**config.mk**
```make
export PLATFORM = sky130hd
export DESIGN_NAME = inst_fetch
export DESIGN_NICKNAME = d
export VERILOG_FILES = /design/src/rtl/inst_fetch.sv
export SDC_FILE = /design/constraint.sdc
export NUM_CORES = 1
export LEC_CHECK = 0
export ABC_CLOCK_PERIOD_IN_PS = 6800
export CAP_MARGIN = 20
export CORE_MARGIN = 10
export CORE_UTILIZATION = 55
export DETAILED_ROUTE_END_ITERATION = 6
export GPL_TIMING_DRIVEN = 0
export HOLD_SLACK_MARGIN = 0.12
export PLACE_DENSITY = 0.81
export RECOVER_POWER = 50
export SLEW_MARGIN = 15
export SYNTH_ARGS = -nofsm -noshare
export SYNTH_HDL_FRONTEND = slang
export SYNTH_SLANG_ARGS = --single-unit
```
**constraint.sdc**
```tcl
create_clock -name clk -period 6.8 [get_ports clk]
set_clock_uncertainty 0.2 [all_clocks]
set_input_delay 2.04 -clock clk [delete_from_list [all_inputs] [get_ports clk]]
set_output_delay 2.04 -clock clk [all_outputs]
set_load 0.01 [all_outputs]
```
**src/rtl/inst_fetch.sv**
```systemverilog
// Instruction fetch/prefetch: streams words from sync-read memory into a small FIFO until HALT.
// Optional INST_FETCH_BYPASS_EN forwards returning data straight to the output when the FIFO is empty.
module inst_fetch #(
  parameter int         INST_WIDTH  = 32,
  parameter int         ADDR_WIDTH  = 10,
  parameter int         FIFO_DEPTH  = 4,
  parameter logic [3:0] HALT_OPCODE = 4'hF
) (
  input  logic                  clk,
  input  logic                  reset,
  input  logic                  start,
  input  logic [ADDR_WIDTH-1:0] start_addr,
  input  logic                  flush,
  output logic [ADDR_WIDTH-1:0] mem_addr,
  output logic                  mem_read_enable,
  input  logic [INST_WIDTH-1:0] mem_data,
  output logic                  inst_valid,
  output logic [INST_WIDTH-1:0] inst_data,
  input  logic                  inst_ready,
  output logic                  busy,
  output logic                  halted
);

  localparam int PW = $clog2(FIFO_DEPTH);
  localparam int CW = PW + 1;

  localparam logic [1:0] IDLE  = 2'd0;
  localparam logic [1:0] FETCH = 2'd1;
  localparam logic [1:0] DRAIN = 2'd2;

  logic [1:0]            state;
  logic [INST_WIDTH-1:0] fifo_mem [FIFO_DEPTH];
  logic [PW-1:0]         wr_ptr, rd_ptr;
  logic [CW-1:0]         count, count_next;
  logic                  pending;
  logic [INST_WIDTH-1:0] head;
  logic                  fifo_empty, ret_halt, head_halt;
  logic                  bypass, bypass_take, push, fifo_pop, issue;

  assign head       = fifo_mem[rd_ptr];
  assign fifo_empty = (count == '0);
  assign ret_halt   = (mem_data[INST_WIDTH-1 -: 4] == HALT_OPCODE);
  assign head_halt  = (head[INST_WIDTH-1 -: 4] == HALT_OPCODE);

`ifdef INST_FETCH_BYPASS_EN
  assign bypass    = fifo_empty && pending && (state == FETCH);
  assign inst_data = !fifo_empty ? head : (bypass ? mem_data : '0);
`else
  assign bypass    = 1'b0;
  assign inst_data = fifo_empty ? '0 : head;
`endif

  assign inst_valid  = !fifo_empty || bypass;
  assign bypass_take = bypass && inst_ready;
  assign fifo_pop    = !fifo_empty && inst_ready;
  // Returned data is only kept while fetching; anything landing in DRAIN/IDLE is stale.
  assign push        = pending && (state == FETCH) && !bypass_take;
  assign count_next  = count + CW'(push) - CW'(fifo_pop);
  // Credit: stored words plus the read now in flight plus the new one must fit.
  assign issue       = (state == FETCH) && !(pending && ret_halt) &&
                       ((count_next + CW'(mem_read_enable)) < CW'(FIFO_DEPTH));

  assign busy = (state != IDLE);

  always_ff @(posedge clk) begin
    if (push) fifo_mem[wr_ptr] <= mem_data;
  end

  always_ff @(posedge clk or posedge reset) begin
    if (reset) begin
      state           <= IDLE;
      mem_addr        <= '0;
      mem_read_enable <= 1'b0;
      pending         <= 1'b0;
      wr_ptr          <= '0;
      rd_ptr          <= '0;
      count           <= '0;
      halted          <= 1'b0;
    end else if (flush) begin
      state           <= IDLE;
      mem_read_enable <= 1'b0;
      pending         <= 1'b0;
      wr_ptr          <= '0;
      rd_ptr          <= '0;
      count           <= '0;
      halted          <= 1'b0;
    end else begin
      pending         <= mem_read_enable;
      mem_read_enable <= issue;
      count           <= count_next;
      if (mem_read_enable) mem_addr <= mem_addr + ADDR_WIDTH'(1);
      if (push)            wr_ptr   <= wr_ptr + PW'(1);
      if (fifo_pop)        rd_ptr   <= rd_ptr + PW'(1);
      case (state)
        IDLE: begin
          if (start) begin
            state           <= FETCH;
            mem_addr        <= start_addr;
            mem_read_enable <= 1'b1;
            halted          <= 1'b0;
          end
        end
        FETCH: begin
          if (pending && ret_halt) begin
            state <= bypass_take ? IDLE : DRAIN;
            if (bypass_take) halted <= 1'b1;
          end
        end
        DRAIN: begin
          if (fifo_pop && head_halt) begin
            state  <= IDLE;
            halted <= 1'b1;
          end
        end
        default: state <= IDLE;
      endcase
    end
  end

endmodule

```
# Word-level counts from Yosys, hierarchy flattened
# Memory sizes are Yosys's and may differ from the RTL's.
# Index checks and enable logic that the tools add are counted.
dict set report op_classes {
  n_lt_le_gt_ge 1
  n_mux 24
  n_bitwise 0
  n_div 0
  addsub 6
  n_eq_ne 7
  n_shift 0
  n_reduce_logical 16
  multipliers 0
}
# operator n
set ops {}
lappend ops {{$mux W32} 1}
lappend ops {{$mux W10} 3}
lappend ops {{$mux W2} 8}
lappend ops {{$add A10 B1 Y10 const B} 1}
lappend ops {{$mux W1} 9}
lappend ops {{$eq A4 B4 Y1 const B} 2}
lappend ops {{$add A3 B1 Y3} 2}
lappend ops {{$logic_and A1 B1 Y1} 6}
lappend ops {{$ne A3 B3 Y1 const B} 2}
lappend ops {{$pmux W2 S3} 1}
lappend ops {{$reduce_and A3 Y1} 2}
lappend ops {{$reduce_bool A2 Y1} 3}
lappend ops {{$add A2 B1 Y2 const B} 2}
lappend ops {{$logic_not A3 Y1} 1}
lappend ops {{$lt A3 B3 Y1 const B} 1}
lappend ops {{$mux W3} 1}
lappend ops {{$ne A3 B2 Y1 const B} 1}
lappend ops {{$reduce_bool A3 Y1} 1}
lappend ops {{$sub A3 B1 Y3} 1}
lappend ops {{$eq A2 B1 Y1 const B} 1}
lappend ops {{$eq A2 B2 Y1 const B} 1}
lappend ops {{$logic_not A1 Y1} 2}
lappend ops {{$logic_not A2 Y1} 1}
lappend ops {{$pmux W1 S2} 1}
dict set report word_totals {
  output_inout_bits 46
  memories 1
  latch_bits 0
  mem_bits_ro 0
  register_bits 22
  mem_bits_rw 128
  wordCells 63
}
# name words width read_ports rd_clocked_by_memory_dff write_ports line
set mem_list {}
lappend mem_list {fifo_mem 4 32 1 0 1 32} ;# logic [INST_WIDTH-1:0] fifo_mem [FIFO_DEPTH];

# Logic depth before layout (Yosys ltp)
dict set report depth {
  depth_word 10
  ltp_mapped 13
}

# Worst setup path after synthesis
# OpenSTA, ideal clock, no wires.
dict set report synth_path {
  kind {input to register}
  start {input inst_ready}
  end {register mem_read_enable}
  t_required_ns 6.506
  path_buffers 0
  setup_time_ns 0.094
  arrival_ns 3.695
  cell_stages 11
  slack_ns 2.811
  cell_sequence {nand2_1 > inv_1 > ha_1 > inv_1 > ha_1 > inv_1 > fa_1 > nand3b_1 > xnor2_1 > nand3_1 > a211oi_1}
}
dict set report synth_via {
  elab_chain_len 8
}
# item line
set synth_rtl {}
lappend synth_rtl {{start: declaration} 19} ;# input logic inst_ready,
lappend synth_rtl {{$logic_and A1 B1 Y1 (*)} 55} ;# assign fifo_pop = !fifo_empty && inst_ready;
lappend synth_rtl {{$sub A3 B1 Y3 (*)} 58} ;# assign count_next = count + CW'(push) - CW'(fifo_pop);
lappend synth_rtl {{$add A3 B1 Y3 (*)} 61} ;# ((count_next + CW'(mem_read_enable)) < CW'(FIFO_DEPTH));
lappend synth_rtl {{$lt A3 B3 Y1 (*)} 61}
lappend synth_rtl {{$logic_and A1 B1 Y1 (*)} 60} ;# assign issue = (state == FETCH) && !(pending && ret_halt) &&
lappend synth_rtl {{$mux W1} 96} ;# if (start) begin
lappend synth_rtl {{$mux W1 (*)} 94} ;# case (state)
lappend synth_rtl {{$mux W1 (*)} 79} ;# end else if (flush) begin
lappend synth_rtl {{end signal: assignment} 89} ;# mem_read_enable <= issue;
lappend synth_rtl {{end: declaration} 15} ;# output logic mem_read_enable,
# Mark *: on every way between the ends. The rest lies on a longest branch, timed or not.
# A chain may end at the register's enable or synchronous reset.

# Final worst setup path
dict set report layout_path {
  start {register rd_ptr[1]}
  end {output inst_data[13]}
}
dict set report layout_via {
  elab_chain_len 2
}
# item line
set layout_rtl {}
lappend layout_rtl {{start: declaration} 33} ;# logic [PW-1:0] wr_ptr, rd_ptr;
lappend layout_rtl {{start signal: assignment} 93} ;# if (fifo_pop) rd_ptr <= rd_ptr + PW'(1);
lappend layout_rtl {{$mem_v2 Z4 W32} --}
lappend layout_rtl {{$mux W32} 50} ;# assign inst_data = fifo_empty ? '0 : head;
lappend layout_rtl {{end: declaration} 18} ;# output logic [INST_WIDTH-1:0] inst_data,
# Every way passes these cells.

==> summary.md <==
| Metric | Value |
|---|---|
| Final worst slack | 1914 ps |
| Number of remaining DRC errors | 0 |
| TritonCTS clock tree | yes |
| Number of routed nets with antenna violations | 0 |
| Most numerous cell in the Yosys netlist | sky130_fd_sc_hd__edfxtp_1 |
| Max-cap viol count | 2 |
| Average detailed-routed wire length per instance | 20.71 µm |
| Setup Buffers After CTS | 0 |
| RSZ-0062 raised after global routing | no |
| Total vias in the final route | 3475 |
| Total standard cell area after synthesis | 6170 µm² |
| Final critical-path required period | 4887 ps |
| Worst-case vdd ir drop | 0.2293 mV |
| Setup crit start kind | flop |
| Sequential-to-total area share from yosys stat | 71.22% |
| Vias in the first global route | 3663 |
| Portion of the clock cycle consumed by the worst path in the final layout | 71.86% |
| TritonCTS Buffers | 17 |
| Top FF cell, synth | sky130_fd_sc_hd__edfxtp_1 |
| Worst Hold Class | reg2reg |
| Total number of yosys warnings | 0 |
| Number of instances on the worst hold path | 1 |
| Setup Viol. Count Final | 0 |
| Clk slew on worst S/H paths | 60 ps |
| Worst relative slew slack | -21.52% |
| Post-synthesis register bit count | 150 |
| Yosys top cell area share | 62.30% |
| Maximum clock frequency | 0.2046 GHz |
| Post-synth EDFFs | 128 |
| Final setup TNS | 0 ps |
| Final routed wirelength across all metal layers | 12.72 mm |
| Result of the run | complete, but fails checks |
| Area inside the core boundary | 10890 µm² |
| Die width | 125.9 µm |
| Starting density of the core | 56.67% |
| Via count normalized by instance count | 5.660 |
| Global placer's final weighted congestion | 0.8400 |
| Buffer cell driving the clock tree root | sky130_fd_sc_hd__clkbuf_8 |
| DRC marker count from the first detailed-route iteration | 241 |
| Clock sink count | 150 |
| Synth-to-Final Area Change | 27.13% |
| Multi-input combinational cell area | 1637 µm² |
| H-tree levels | 4 |
| Hold bufs inserted after CTS | 0 |
| Hold Violations, Final | 0 |
| Kind of end point of the critical path | output port |
| First-pass GRT wire length | 20.36 mm |
| Synth cell count leaders | sky130_fd_sc_hd__edfxtp_1 (128), sky130_fd_sc_hd__and2_1 (38), sky130_fd_sc_hd__mux4_2 (32) |
| Remaining global-route overflow | 0 |
| CP Class | reg2out |
| GRT Total Usage | 16.43% |
| Worst reg-to-reg path cell count | 4 |
| Areal power density over the cells | 352.1 nW/µm² |
| Filler instances | 700 |
| Number of gates resized after cts | 0 |
| Post-synthesis area per instance | 17.88 µm² |
| Pin count of the biggest net entering global routing | 29 |
| Post-place setup slack | 2132 ps |
| Fraction of synthesis flops using an asynchronous set or reset pin | 14.67% |
| Arrival time worst endpoint | 2650 ps |
| Leading post-synthesis cells by cell area | sky130_fd_sc_hd__edfxtp_1 (62%), sky130_fd_sc_hd__mux4_2 (12%), sky130_fd_sc_hd__dfrtp_1 (8.9%), sky130_fd_sc_hd__and2_1 (3.9%), sky130_fd_sc_hd__ha_1 (1.4%) |
| Cell type contributing the most total cell area after synthesis | sky130_fd_sc_hd__edfxtp_1 |
| Post-detail-place hpwl | 8.342 mm |
| Total design power | 0.002762 W |
| Violations in the final reports | capacitance limit, slew limit |
| Total of buffers placed on input and output ports | 92 |
| Cell count after synthesis | 345 |
| Total Die Area | 15850 µm² |
| Critical path peak fanout | 10 |
| Storage element area | 4394 µm² |
| Actual transition at the worst max-transition pin | 1823 ps |
| Synth Net Count | 400 |
| Max Transition Viols Final | 54 |
| Leak pwr | 2.664 nW |
| Clock latency on the worst-skew pair | 520 ps |
| Floorplan die height | 125.9 µm |
| Total I/O pin count | 93 |
| Number of nets in the finished design | 515 |
| Number of cell rows | 38 |
| Layout cells sized above 1 | 16.07% |
| Count of cell types in the netlist | 42 |
| Count of TritonRoute iterations in the first routing pass | 5 |
| Required time of the critical path | 4560 ps |
| Worst hold margin | 338.8 ps |
| Number of antenna violations at the first check in global routing | 1 |
| Maximum buffer depth of the clock tree | 2 |
-- cell type report --
class / instances / area share, %
buffer: 20 / 1.340
multi-input combinational: 166 / 20.86
antenna: 1 / 0.03190
inverter: 9 / 0.4307
tap: 140 / 2.233
sequential: 150 / 56.02
timing repair buffer: 96 / 11.93
clock buffer: 24 / 5.870
clock inverter: 8 / 1.276
-- layer usage --
| layer | share of wire (%) | vias up | track usage (%) |
|---|---|---|---|
| met5 | 0 | - | 0 |
| li1 | - | 1572 | - |
| met1 | 40 | 1764 | 19.03 |
| met3 | 7.7 | 12 | 7.299 |
| met4 | 0.95 | 0 | 5.157 |
| met2 | 51 | 127 | 26.93 |
-- report_power, final --
group          internal, W  total, W  switching (W)  leakage [nW]
logic             0.000465  0.000822       0.000357         0.977
clock network     0.000541  0.000877       0.000336         0.263
registers          0.00103   0.00106      0.0000300          1.42
-- worst paths after layout --
path | startpoint | to | slack (ps)
min reg2reg | mem_addr[9] | mem_addr[9] | 340
min | mem_addr[9] | mem_addr[9] | 340
max reg2reg | state[1] | fifo_mem[3][4] | 3340
min in group asynchronous | reset | halted | 1800
max | rd_ptr[1] | inst_data[13] | 1910
max in group asynchronous | reset | wr_ptr[1] | 4060
-- state kept, by name (all words and copies together), names as in the netlist --
| signal | count |
|---|---|
| pending | 1 |
| mem_addr | 10 |
| wr_ptr | 2 |
| fifo_mem | 128 |
| mem_read_enable | 1 |
| halted | 1 |
| state | 2 |
| count | 3 |
| rd_ptr | 2 |
-- layout by cell type (no fill, tap or decap), drive strengths merged, types with 2 or more instances in the layout --
cell type | netlist | layout
a21oi | 9 | 9
dfrtp | 22 | 22
bufinv | 0 | 2
a211oi | 2 | 2
o21ai | 2 | 2
mux4 | 32 | 32
edfxtp | 128 | 128
buf | 12 | 12
ha | 7 | 7
o21a | 2 | 2
nand2 | 8 | 8
xnor2 | 3 | 3
nor2b | 3 | 3
nor2 | 16 | 16
o22a | 10 | 10
dlygate4sd3 | 0 | 13
nand3 | 7 | 7
o22ai | 2 | 2
nand4 | 2 | 2
clkinvlp | 0 | 3
clkdlybuf4s50 | 0 | 79
clkinv | 0 | 2
clkbuf | 8 | 36
inv | 9 | 10
and2 | 38 | 38
and3 | 4 | 4
a2bb2oi | 2 | 2
a31oi | 3 | 3
or3 | 3 | 3
-- critical path: stages, from the launching register on --
cell	delay, ps
sky130_fd_sc_hd__dfrtp_1	310
sky130_fd_sc_hd__buf_2	180
sky130_fd_sc_hd__buf_2	300
sky130_fd_sc_hd__buf_2	330
sky130_fd_sc_hd__mux4_2	360
sky130_fd_sc_hd__and2_1	170
sky130_fd_sc_hd__clkdlybuf4s50_1	470
-- cell families (layout without fill, tap and decap cells) --
group	count (synthesis)	in the layout	share of synthesized area, %
muxes	32	32	11.68
DFF	150	150	71.22
adders and majority gates	8	8	1.744
xor gates and xnor gates	5	5	0.9330
and+or+nand+nor	87	87	8.092
other	0	1	0
buffers and inverters	29	157	2.251
AOI/OAI and AO/OA	34	34	4.076
-- metrics by stage --
| stage | instance area (µm²) | util (%) | instances |
|---|---|---|---|
| 3_5_place_dp | 7358 | 67.58 | 581 |
| 2_1_floorplan | 6170 | - | 345 |
| 6_report | 7844 | 72.04 | 614 |
| 5_1_grt | 7844 | 72.04 | 614 |
| 3_3_place_gp | 7266 | 66.73 | 577 |
| 4_1_cts | 7919 | 72.73 | 613 |
No activity file was read; power rests on OpenSTA's default activity.
